File: src/rtl/uart_pkg.sv
// Shared definitions for the parameterised UART transmitter.
// Optional feature macro: UART_TX_PARITY_EN (adds the PARITY state).
package uart_pkg;

    // Values of i_parity_odd, latched per frame.
    localparam logic PARITY_EVEN = 1'b0;
    localparam logic PARITY_ODD  = 1'b1;

    typedef enum logic [2:0] {
        ST_IDLE   = 3'd0,
        ST_START  = 3'd1,
        ST_DATA   = 3'd2,
`ifdef UART_TX_PARITY_EN
        ST_PARITY = 3'd3,
`endif
        ST_STOP   = 3'd4
    } tx_state_e;

endpackage

File: src/rtl/uart_fifo.sv
// Synchronous FIFO with occupancy count.
// The pointers carry one extra bit, so they wrap modulo 2*DEPTH.
// Full and empty come from the difference of the two pointers.
// A push while full and a pop while empty are ignored.
module uart_fifo #(
    parameter int W     = 8,
    parameter int DEPTH = 16,
    localparam int AW   = $clog2(DEPTH)
) (
    input  logic          i_clk,
    input  logic          i_rst,
    input  logic          i_push,
    input  logic [W-1:0]  i_data,
    input  logic          i_pop,
    output logic [W-1:0]  o_data,
    output logic          o_full,
    output logic          o_empty,
    output logic [AW:0]   o_count
);

    logic [W-1:0] mem_q [DEPTH];
    logic [AW:0]  wptr_q, wptr_d;
    logic [AW:0]  rptr_q, rptr_d;
    logic         push_ok;
    logic         pop_ok;

    assign o_count = wptr_q - rptr_q;
    assign o_full  = (o_count == (AW+1)'(DEPTH));
    assign o_empty = (o_count == '0);
    assign o_data  = mem_q[rptr_q[AW-1:0]];

    assign push_ok = i_push && !o_full;
    assign pop_ok  = i_pop && !o_empty;

    // Pointer advance for accepted pushes and pops.
    always_comb begin
        wptr_d = wptr_q;
        rptr_d = rptr_q;
        if (push_ok) wptr_d = wptr_q + (AW+1)'(1);
        if (pop_ok)  rptr_d = rptr_q + (AW+1)'(1);
    end

    // Pointer registers. Reset empties the FIFO.
    always_ff @(posedge i_clk or posedge i_rst) begin
        if (i_rst) begin
            wptr_q <= '0;
            rptr_q <= '0;
        end else begin
            wptr_q <= wptr_d;
            rptr_q <= rptr_d;
        end
    end

    // Storage array. It has no reset, because the pointers alone decide which entries are valid.
    always_ff @(posedge i_clk) begin
        if (push_ok) mem_q[wptr_q[AW-1:0]] <= i_data;
    end

endmodule

File: src/rtl/uart_tx_param.sv
// UART transmitter with a transmit FIFO.
// Frame: start, data bits (LSB first), optional parity, one or two stop bits.
// Optional feature macro: UART_TX_PARITY_EN.
// Without the macro, the PARITY state is removed and i_parity_odd is ignored.
//
// state  | meaning
// IDLE   | line high; pops the next byte when the FIFO holds one
// START  | line low for one bit time
// DATA   | shifts data_q out, LSB first, one bit time each
// PARITY | sends the parity of data_q (only with UART_TX_PARITY_EN)
// STOP   | line high for one or two bit times; o_done on the final cycle
module uart_tx_param
    import uart_pkg::*;
#(
    parameter int CLKS_PER_BIT = 651,
    parameter int DATA_BITS    = 8,
    parameter int FIFO_DEPTH   = 16
) (
    input  logic                          i_clk,
    input  logic                          i_rst,
    input  logic [DATA_BITS-1:0]          i_data,
    input  logic                          i_valid,
    output logic                          o_ready,
    input  logic                          i_parity_odd,
    input  logic                          i_two_stop,
    output logic                          o_tx_serial,
    output logic                          o_busy,
    output logic                          o_done,
    output logic [$clog2(FIFO_DEPTH):0]   o_fifo_count
);

    localparam int CNT_W = $clog2(CLKS_PER_BIT);
    localparam int IDX_W = $clog2(DATA_BITS);
    localparam logic [CNT_W-1:0] CNT_MAX  = CNT_W'(CLKS_PER_BIT - 1);
    localparam logic [IDX_W-1:0] IDX_LAST = IDX_W'(DATA_BITS - 1);

    tx_state_e              state_q, state_d;
    logic [CNT_W-1:0]       cnt_q, cnt_d;
    logic [IDX_W-1:0]       idx_q, idx_d;
    logic                   stop2_q, stop2_d;
    logic [DATA_BITS-1:0]   data_q;
    logic                   two_stop_q;
    logic                   bit_tc;
    logic                   pop;
    logic                   tx;
    logic                   done;
    logic                   fifo_full;
    logic                   fifo_empty;
    logic [DATA_BITS-1:0]   fifo_data;

`ifdef UART_TX_PARITY_EN
    logic                   par_odd_q;
    logic                   par_bit;
    assign par_bit = (^data_q) ^ (par_odd_q == PARITY_ODD);
`else
    logic                   unused_parity_odd;
    assign unused_parity_odd = i_parity_odd;
`endif

    uart_fifo #(
        .W     (DATA_BITS),
        .DEPTH (FIFO_DEPTH)
    ) u_fifo (
        .i_clk   (i_clk),
        .i_rst   (i_rst),
        .i_push  (i_valid),
        .i_data  (i_data),
        .i_pop   (pop),
        .o_data  (fifo_data),
        .o_full  (fifo_full),
        .o_empty (fifo_empty),
        .o_count (o_fifo_count)
    );

    assign o_ready     = !fifo_full;
    assign bit_tc      = (cnt_q == '0);
    assign o_tx_serial = tx;
    assign o_done      = done;
    assign o_busy      = (state_q != ST_IDLE);

    // Next state, bit timing, line level and pop decision.
    // A state change only happens at terminal count, so reloading the counter there also restarts it on every transition.
    always_comb begin
        state_d = state_q;
        cnt_d   = bit_tc ? CNT_MAX : cnt_q - CNT_W'(1);
        idx_d   = idx_q;
        stop2_d = stop2_q;
        pop     = 1'b0;
        tx      = 1'b1;
        done    = 1'b0;
        case (state_q)
            ST_IDLE: begin
                cnt_d = CNT_MAX;
                if (!fifo_empty) begin
                    pop     = 1'b1;
                    state_d = ST_START;
                end
            end
            ST_START: begin
                tx = 1'b0;
                if (bit_tc) begin
                    state_d = ST_DATA;
                    idx_d   = '0;
                end
            end
            ST_DATA: begin
                tx = data_q[idx_q];
                if (bit_tc) begin
                    if (idx_q == IDX_LAST) begin
`ifdef UART_TX_PARITY_EN
                        state_d = ST_PARITY;
`else
                        state_d = ST_STOP;
`endif
                        stop2_d = 1'b0;
                    end else begin
                        idx_d = idx_q + IDX_W'(1);
                    end
                end
            end
`ifdef UART_TX_PARITY_EN
            ST_PARITY: begin
                tx = par_bit;
                if (bit_tc) begin
                    state_d = ST_STOP;
                    stop2_d = 1'b0;
                end
            end
`endif
            ST_STOP: begin
                tx = 1'b1;
                if (bit_tc) begin
                    if (two_stop_q && !stop2_q) begin
                        stop2_d = 1'b1;
                    end else begin
                        done    = 1'b1;
                        stop2_d = 1'b0;
                        if (!fifo_empty) begin
                            pop     = 1'b1;
                            state_d = ST_START;
                        end else begin
                            state_d = ST_IDLE;
                        end
                    end
                end
            end
            default: begin
                state_d = ST_IDLE;
            end
        endcase
    end

    // FSM and bit-timer registers. Reset aborts any frame and returns the line to idle-high at once.
    always_ff @(posedge i_clk or posedge i_rst) begin
        if (i_rst) begin
            state_q <= ST_IDLE;
            cnt_q   <= CNT_MAX;
            idx_q   <= '0;
            stop2_q <= 1'b0;
        end else begin
            state_q <= state_d;
            cnt_q   <= cnt_d;
            idx_q   <= idx_d;
            stop2_q <= stop2_d;
        end
    end

    // Per-frame latches. They are captured at the pop, so input changes during a frame only affect the next frame.
    always_ff @(posedge i_clk or posedge i_rst) begin
        if (i_rst) begin
            data_q     <= '0;
            two_stop_q <= 1'b0;
`ifdef UART_TX_PARITY_EN
            par_odd_q  <= PARITY_EVEN;
`endif
        end else if (pop) begin
            data_q     <= fifo_data;
            two_stop_q <= i_two_stop;
`ifdef UART_TX_PARITY_EN
            par_odd_q  <= i_parity_odd;
`endif
        end
    end

endmodule

File: config.mk
export PLATFORM = sky130hd
export DESIGN_NAME = uart_tx_param
export DESIGN_NICKNAME = d
export VERILOG_FILES = /design/src/rtl/uart_pkg.sv /design/src/rtl/uart_fifo.sv /design/src/rtl/uart_tx_param.sv
export SDC_FILE = /design/constraint.sdc
export NUM_CORES = 1
export LEC_CHECK = 0
export CORE_UTILIZATION = 35
export CTS_BUF_LIST = sky130_fd_sc_hd__clkbuf_4 sky130_fd_sc_hd__clkbuf_8
export CTS_CLUSTER_DIAMETER = 40
export DETAILED_ROUTE_END_ITERATION = 10
export GPL_TIMING_DRIVEN = 0
export SYNTH_ARGS = -nofsm -noshare
export SYNTH_HDL_FRONTEND = slang
export SYNTH_HIERARCHICAL = 1
export SYNTH_SLANG_ARGS = --single-unit
export TNS_END_PERCENT = 5
File: constraint.sdc
create_clock -name i_clk -period 3.53 [get_ports i_clk]
set_input_delay 1.059 -clock i_clk [delete_from_list [all_inputs] [get_ports i_clk]]
set_output_delay 1.059 -clock i_clk [all_outputs]
set_load 0.01 [all_outputs]
Word-level counts from Yosys, hierarchy flattened
Memory sizes are Yosys's and may differ from the RTL's. A register that Yosys moved wholly into a read port is not among the register bits.
Cells that the tools add are included.
{"block": "classes", "reduce_logical": 15, "muxes": 31, "n_eq_ne": 12, "order_cmp": 1, "add_sub_neg": 5}
{"operator": "two-way mux 3 bit", "n": 9}
{"operator": "two-way mux 10 bit", "n": 2}
{"operator": "two-way mux 1 bit", "n": 14}
{"operator": "!= test 2 bit, second input constant", "n": 7}
{"operator": "one-hot mux 3 bit (4 select lines)", "n": 1}
{"operator": "adder 5 x 1 -> 5 bit, second input constant", "n": 2}
{"operator": "zero test 10 bit", "n": 1}
{"operator": "subtractor 10 x 1 -> 10 bit, second input constant", "n": 1}
{"operator": "AND reduction 4 bit", "n": 2}
{"operator": "== test 3 bit, second input constant", "n": 2}
{"operator": "one-hot mux 1 bit (2 select lines)", "n": 3}
{"operator": "one-hot mux 3 bit (2 select lines)", "n": 1}
{"operator": "AND reduction 6 bit", "n": 1}
{"operator": "== test 5 bit, second input constant", "n": 1}
{"operator": "zero test 5 bit", "n": 1}
{"operator": "subtractor 5 bit", "n": 1}
{"operator": "less-than comparator 3 x 4 -> 1 bit, second input constant", "n": 1}
{"operator": "nonzero test 2 bit", "n": 2}
{"operator": "adder 3 x 1 -> 3 bit, second input constant", "n": 1}
{"operator": "binary-select mux 1 bit (select 3 bit)", "n": 1}
{"operator": "== test 3 x 1 -> 1 bit, second input constant", "n": 1}
{"operator": "== test 3 x 2 -> 1 bit, second input constant", "n": 1}
{"operator": "logical AND 1 bit", "n": 3}
{"operator": "zero test 1 bit", "n": 3}
{"operator": "2 further kinds", "n": 2}
{"block": "totals", "wordCells": 72, "mem_bits_rw": 128, "mem_count": 1, "regBits": 28}
{"name": "u_fifo.mem_q", "words": 16, "width": 8, "rd": 1, "rd_ports_with_merged_regs": 1, "write_ports": 1, "line": "uart_fifo.sv:21", "text": "logic [W-1:0] mem_q [DEPTH];"}

Depth between registers and ports, before layout
Gate-level depths: netlist (run 1).
{"block": "logic_depth", "ltp_word": 7, "depth_mapped": 14, "depth_no_buf": 13}

By module
Netlist (run 1), hierarchy kept.
{"mod": "uart_fifo", "n_inst": 1, "area_per_inst_um2": 5686.7, "cells_per_inst": 308}
{"mod": "uart_tx_param", "n_inst": 1, "area_per_inst_um2": 1303.8, "cells_per_inst": 116}

Least setup slack after synthesis (run 1)
OpenSTA, ideal clock, no wires.
{"block": "synth_path", "path_kind": "flip-flop to output port", "from": "register u_fifo.rptr_q[2]", "to": "output o_ready", "path_stages_with_launch": 10, "path_slack_ps": 117, "arrival_ps": 2354, "t_required_ps": 2471, "path_cell_list": "dfrtp_1 > buf_2 > buf_1 > inv_1 > clkbuf_1 > ha_1 > xor2_1 > nand4b_1 > a211oi_4 > inv_1"}
{"block": "synth_via", "elab_chain_len": 3}
{"element": "from (decl)", "line": "uart_fifo.sv:23", "text": "logic [AW:0] rptr_q, rptr_d;"}
{"element": "from (signal assigned)", "line": "uart_fifo.sv:50", "text": "rptr_q <= rptr_d;"}
{"element": "subtractor 5 bit", "line": "uart_fifo.sv:27", "text": "assign o_count = wptr_q - rptr_q;"}
{"element": "named net o_fifo_count[2]", "line": "uart_tx_param.sv:29", "text": "output logic [$clog2(FIFO_DEPTH):0] o_fifo_count"}
{"element": "== test 5 bit", "line": "uart_fifo.sv:28", "text": "assign o_full = (o_count == (AW+1)'(DEPTH));"}
{"element": "named net fifo_full", "line": "uart_tx_param.sv:47", "text": "logic fifo_full;"}
{"element": "zero test 1 bit", "line": "uart_tx_param.sv:75", "text": "assign o_ready = !fifo_full;"}
{"element": "to (decl)", "line": "uart_tx_param.sv:23", "text": "output logic o_ready,"}
The timed path passes the listed nets, and every way through them passes these cells.

Worst setup path in the final report (run 1)
{"block": "layout_path", "from": "register u_fifo.wptr_q[0]", "to": "output o_ready"}
{"block": "layout_via", "elab_chain_len": 3}
{"element": "from (decl)", "line": "uart_fifo.sv:22", "text": "logic [AW:0] wptr_q, wptr_d;"}
{"element": "from (signal assigned)", "line": "uart_fifo.sv:49", "text": "wptr_q <= wptr_d;"}
{"element": "subtractor 5 bit", "line": "uart_fifo.sv:27"}
{"element": "== test 5 bit", "line": "uart_fifo.sv:28"}
{"element": "named net fifo_full", "line": "uart_tx_param.sv:47"}
{"element": "zero test 1 bit", "line": "uart_tx_param.sv:75"}
The timed path passes the listed nets, and every way through them passes these cells.

==> results.json, run 1 <==
{
  "cts-hold-fix-buffers": 0,
  "detail-route-antenna-nets": 0,
  "grt_start_max_net_pins": 27,
  "worstPathMaxFanout": 3,
  "worstSetupPathType": "register to output pin",
  "cts_tree": "yes",
  "synth_edf_count": 128,
  "synth_ff_type": "edfxtp_1",
  "ir_drop_uv": 372,
  "cp_cell_sequence": "inv_2 > ha_2 > inv_2 > fa_2 > nand3b_1 > a211o_1 > a211oi_4 > inv_1 > buf_2",
  "first_pass_iters": 4,
  "path_clk_slew_ns": 0.09,
  "cts-root-buf": "clkbuf_8",
  "synth_most_common_cell": "edfxtp_1",
  "io_pins": 22,
  "hold_viol": 0,
  "drv_slew": 0,
  "avgSynthCellArea_sq_um": 16.5,
  "critPathSlowestCell": "fa_2",
  "htree_levels": 4,
  "yosys_warnings": 6,
  "grt_pass1_vias": 3976,
  "r2r_start": "u_fifo/wptr_q[0]",
  "rr_worst_depth": 13,
  "num-fill-cells": 1827,
  "start_kind": "register",
  "finalCritPeriodShare": 0.997,
  "drtIter0Drc": 269,
  "syn-num-nets": 451,
  "grtUsageTotal": 0.154,
  "rrSetupSlack_ns": 0.23,
  "timing.final.crit_period_ns": 3.52,
  "die_w_um": 143,
  "rsz0062_at_grt": "yes",
  "fmax_mhz": 284,
  "n_antenna_cell": 0,
  "grt_antenna_before_repair": 0,
  "drcViolationCount": 0,
  "cp-startpoint": "u_fifo/wptr_q[0]",
  "grt_use_met2": 0.276,
  "grt_pass1_wl_mm": 22.2,
  "relSlewSlack": 0.342,
  "tns_ns": 0,
  "status": "finished, final reports clean",
  "power_density_nw_per_um2": 807,
  "rows": 51,
  "r2r-end": "u_fifo/rptr_q[1]",
  "synth_common_cells": "edfxtp_1 (128), nand2_1 (48), mux4_2 (34)",
  "hp-class": "register to register",
  "cts_buffer_depth": 2,
  "cts_buffers": 17,
  "fin_worst_skew_ns": 0.0160,
  "worstPathRequired_ns": 2.47,
  "start_util": 0.358,
  "port_buffers": 20,
  "core_sq_um": 19500,
  "ys_ff_latch": 164,
  "yosysSeqAreaShare": 0.679,
  "dp_hpwl_mm": 9.39,
  "critPathCapture": "o_ready",
  "die_h_um": 143,
  "use_met1": 0.181,
  "use_met3": 0.0387,
  "clk_latency_ns": 0.46,
  "yosysTopAreaCell": "edfxtp_1",
  "gr-total-overflow": 0,
  "async_flop_share": 0.220,
  "cellLeakagePower_uw": 0.00284,
  "place.gp.congestion": 0.804,
  "syn_inst": 424,
  "max_stage_delay_ns": 0.44,
  "synth_top_area_frac": 0.550,
  "worst_pin_slew_ns": 0.985,
  "cts_num_sinks": 164,
  "vias": 3782,
  "layout-drive-gt1-share": 0.256,
  "vias_per_cell": 5.04,
  "drt-wirelength-per-cell_um": 19.0,
  "synth.area.top_cells": "edfxtp_1 (55%), dfrtp_1 (11%), mux4_2 (11%), nand2_1 (2.6%), ha_1 (2.3%)",
  "busiest_layer": "met2",
  "yosysUniqueCellTypes": 51,
  "final_net_count": 499,
  "crit_arrival_ns": 2.46,
  "cp-end-kind": "output pin",
  "syn_to_final_growth_pct": 15.8,
  "wl_mm": 14.3,
  "dieArea_sq_um": 20500,
  "final_core_util": 0.415,
  "timing.hold.ws_ns": 0.483,
  "syn_area_sq_um": 6990,
  "setup_viol_count_final": 0,
  "cp_common_cell": "inv_2",
  "cap_violations": 0
}
[stage by stage]
stage	instances	worst slack [ns]	area [sq um]	total power, uW
2_1_floorplan	424	0.117	6990	4280
4_1_cts	745	-0.148	8020	6510
3_3_place_gp	709	-1.06	7520	5020
5_1_grt	750	-0.0862	8100	6920
3_5_place_dp	710	-0.976	7540	5100
6_report	750	0.00906	8100	6530
[area by class of cell]
class                      instances  area (sq um)  share of cell area
tap                              265           332              0.0410
timing repair buffer              31           278              0.0343
sequential                       164          4750               0.587
inverter                          15          63.8             0.00788
clock inverter                    14           148              0.0182
buffer                            13           110              0.0136
multi-input combinational        230          2170               0.268
clock buffer                      18           241              0.0298
[kinds of logic after synthesis]
family | synth area share
mux | 0.128
flops | 0.679
simple gates | 0.0938
compound gates | 0.0320
buf+inv | 0.0197
fa+ha+maj | 0.0261
xor+xnor | 0.0213
[power by group]
group          switching, uW  internal (uW)  leakage [uW]
registers                210           2420       0.00160
clock network            732            588      0.000188
logic                   1350           1240       0.00106
total                   2290           4250       0.00284
[layout by cell type, fill, tap and decap left out, drive strengths merged, types with 4 or more instances in the layout]
| cell type | netlist | layout |
|---|---|---|
| mux4 | 34 | 34 |
| xnor2 | 9 | 9 |
| clkinv | 1 | 4 |
| clkdlybuf4s50 | 0 | 16 |
| dfrtp | 32 | 32 |
| mux2 | 10 | 10 |
| nor3 | 5 | 5 |
| xor2 | 8 | 8 |
| nor4 | 5 | 5 |
| buf | 9 | 21 |
| nor3b | 4 | 4 |
| and3 | 21 | 21 |
| a31oi | 8 | 8 |
| edfxtp | 128 | 128 |
| ha | 13 | 13 |
| clkbuf | 6 | 22 |
| inv | 14 | 21 |
| dfstp | 4 | 4 |
| nand3 | 8 | 8 |
| a21oi | 7 | 7 |
| nor2b | 4 | 4 |
| nor2 | 13 | 13 |
| nand2 | 48 | 48 |
[what timing repair did]
item                       in CTS  in global routing
pin swaps                       3                  5
setup endpoints to repair     148                  3
buffers inserted                5                  5
resized for setup              26                 11
[flip-flops by register name (all words and copies together) (netlist names)]
| register | count |
|---|---|
| cnt_q | 10 |
| data_q | 8 |
| idx_q | 3 |
| state_q | 3 |
| stop2_q | 1 |
| two_stop_q | 1 |
| u_fifo/mem_q | 128 |
| u_fifo/rptr_q | 5 |
| u_fifo/wptr_q | 5 |
[metal layers]
| layer | up-vias | routed length, um |
|---|---|---|
| met2 | 76 | 7530 |
| met3 | 12 | 699 |
| met1 | 1958 | 5920 |
| li1 | 1736 | - |
| met5 | - | 0 |
| met4 | 0 | 116 |
[worst max-delay path: cells and delay by family, from the launching register on]
| kind | cells | cell delay, ns |
|---|---|---|
| adders and majority gates | 2 | 0.61 |
| and+or+nand+nor | 1 | 0.17 |
| AOI/OAI and AO/OA | 2 | 0.51 |
| buffers and inverters | 4 | 0.29 |
| DFF | 1 | 0.41 |
[how the worst min path moves through the flow]
stage	end	cells after the start	slack [ns]	from
floorplan	cnt_q[0]	1	0.44	cnt_q[0]
global placement	cnt_q[0]	1	0.46	cnt_q[0]
detailed placement	cnt_q[0]	1	0.47	cnt_q[0]
CTS	cnt_q[0]	1	0.49	cnt_q[0]
global route	u_fifo/rptr_q[4]	1	0.52	u_fifo/rptr_q[4]
finish	cnt_q[0]	1	0.48	cnt_q[0]
No activity file was read; power rests on OpenSTA's default activity.
==> run 2: changes to the inputs <==
--- a/config.mk
+++ b/config.mk
@@ -5,11 +5,13 @@
 export SDC_FILE = /design/constraint.sdc
 export NUM_CORES = 1
 export LEC_CHECK = 0
+export CORE_ASPECT_RATIO = 0.75
 export CORE_UTILIZATION = 35
 export CTS_BUF_LIST = sky130_fd_sc_hd__clkbuf_4 sky130_fd_sc_hd__clkbuf_8
 export CTS_CLUSTER_DIAMETER = 40
 export DETAILED_ROUTE_END_ITERATION = 10
 export GPL_TIMING_DRIVEN = 0
+export SKIP_LAST_GASP = 1
 export SYNTH_ARGS = -nofsm -noshare
 export SYNTH_HDL_FRONTEND = slang
 export SYNTH_HIERARCHICAL = 1
==> results.json, run 2 (synthesized netlist as in run 1, its figures left out) <==
{
  "status": "finished, final reports clean",
  "cts_buffer_depth": 2,
  "syn_to_final_growth_pct": 16.3,
  "grt_start_max_net_pins": 27,
  "setup_viol_count_final": 0,
  "core_sq_um": 19400,
  "cts_buffers": 17,
  "dieArea_sq_um": 20500,
  "power_uw": 6690,
  "drv_slew": 0,
  "instances_no_fill": 736,
  "rr_worst_depth": 14,
  "htree_levels": 4,
  "n_antenna_cell": 0,
  "final_net_count": 497,
  "start_kind": "register",
  "rrSetupSlack_ns": 0.24,
  "grt_pass1_vias": 3911,
  "relSlewSlack": 0.321,
  "rsz0062_at_grt": "yes",
  "ir_drop_uv": 704,
  "largest_register_ffs": 128,
  "first_pass_iters": 5,
  "min_from": "cnt_q[0]",
  "hp-class": "register to register",
  "crit_arrival_ns": 2.47,
  "worstSetupPathType": "register to output pin",
  "hold_viol": 0,
  "most-common-layout-cells": "edfxtp_1 (128), nand2_1 (48), mux4_2 (34)",
  "die_h_um": 124,
  "r2r-end": "u_fifo/rptr_q[1]",
  "grt_antenna_before_repair": 0,
  "num-fill-cells": 1759,
  "fin_worst_skew_ns": 0.0120,
  "layout-drive-gt1-share": 0.263,
  "worstPathMaxFanout": 3,
  "timing.final.crit_period_ns": 3.53,
  "grt_pass1_wl_mm": 22.8,
  "vias_per_cell": 5.17,
  "drt-wirelength-per-cell_um": 19.6,
  "power_density_nw_per_um2": 823,
  "timing.hold.ws_ns": 0.476,
  "io_pins": 22,
  "cts_num_sinks": 164,
  "grtUsageTotal": 0.154,
  "start_util": 0.360,
  "cts-root-buf": "clkbuf_8",
  "path_clk_slew_ns": 0.09,
  "r2r_start": "u_fifo/wptr_q[0]",
  "worstPathRequired_ns": 2.47,
  "gr-total-overflow": 0,
  "rows": 44,
  "cap_violations": 0,
  "dp_cells": 698,
  "fin_area_sq_um": 8130,
  "vias": 3807,
  "worst_pin_slew_ns": 1.02,
  "place_area_sq_um": 7530,
  "fmax_mhz": 284,
  "layout_commonest_cell": "edfxtp_1",
  "ff_latch_area_sq_um": 4750,
  "drtIter0Drc": 348,
  "clk_latency_ns": 0.45,
  "holdPathEnd": "cnt_q[0]",
  "die_w_um": 165,
  "cellLeakagePower_uw": 0.00284,
  "multiInputGateArea_sq_um": 2220,
  "finalCritPeriodShare": 0.999,
  "detail-route-antenna-nets": 0,
  "drcViolationCount": 0,
  "port_buffers": 20,
  "whs_path_depth": 1,
  "cts-hold-fix-buffers": 0,
  "cp-end-kind": "output pin",
  "dp_hpwl_mm": 9.58,
  "wl_mm": 14.5,
  "place.gp.congestion": 0.798,
  "cts_tree": "yes"
}
## run 2: changes by cell type in the layout (fill, tap and decap cells not counted), moves of 2 or more
cell	delta
buf_4	-2
dfrtp_2	+2
dfrtp_1	-2
clkinvlp_4	-2
clkinv_2	+2
ha_4	+2
clkinv_4	+2
## run 2: routing by layer
metal | GRT usage | wire [um] | vias up
li1 | - | - | 1739
met5 | 0 | 0 | -
met2 | 0.215 | 6330 | 89
met1 | 0.238 | 7250 | 1966
met4 | 0.0453 | 145 | 0
met3 | 0.0340 | 720 | 13
## run 2: worst max path at each step
stage                     startpoint                 end  slack [ns]
floorplan           u_fifo/rptr_q[2]             o_ready        0.12
global placement    u_fifo/rptr_q[2]  u_fifo/mem_q[3][2]       -0.95
detailed placement  u_fifo/rptr_q[2]             o_ready       -1.01
CTS                 u_fifo/wptr_q[0]             o_ready        -0.1
global route        u_fifo/wptr_q[0]             o_ready       -0.08
finish              u_fifo/wptr_q[0]             o_ready       0.004
## run 2: report_power, final
group	switching, uW	internal, uW	leakage, uW
clock network	733	648	0.000205
registers	247	2430	0.00159
logic	1360	1280	0.00104
total	2340	4350	0.00284
## run 2: through the flow
stage	setup WS [ns]	TNS, ns	util
floorplan	0.117	0	-
CTS	-0.0997	-0.158	0.415
detailed placement	-1.01	-39.21	0.387
global route	-0.0795	-0.197	0.418
finish	0.00432	0	0.418
global placement	-0.953	-43.98	0.386
## run 2: repair_timing
item | in CTS | in global routing
gates resized for setup | 31 | 12
setup buffers | 6 | 2
gates cloned | 0 | 0
pin swaps | 4 | 5
setup endpoints to repair | 141 | 4
## run 2: critical path, stage by stage (launching register included)
cell,delay (ns)
dfrtp_1,0.40
inv_2,0.11
ha_4,0.14
inv_2,0.03
fa_2,0.43
nand3b_1,0.19
a211o_1,0.28
a211oi_4,0.23
inv_1,0.08
buf_6,0.12
## run 2: cell type report
| cell class | count | area share |
|---|---|---|
| buffer | 13 | 0.0135 |
| clock buffer | 17 | 0.0288 |
| clock inverter | 15 | 0.0212 |
| inverter | 15 | 0.00754 |
| multi-input combinational | 230 | 0.273 |
| sequential | 164 | 0.585 |
| tap | 253 | 0.0389 |
| timing repair buffer | 29 | 0.0328 |
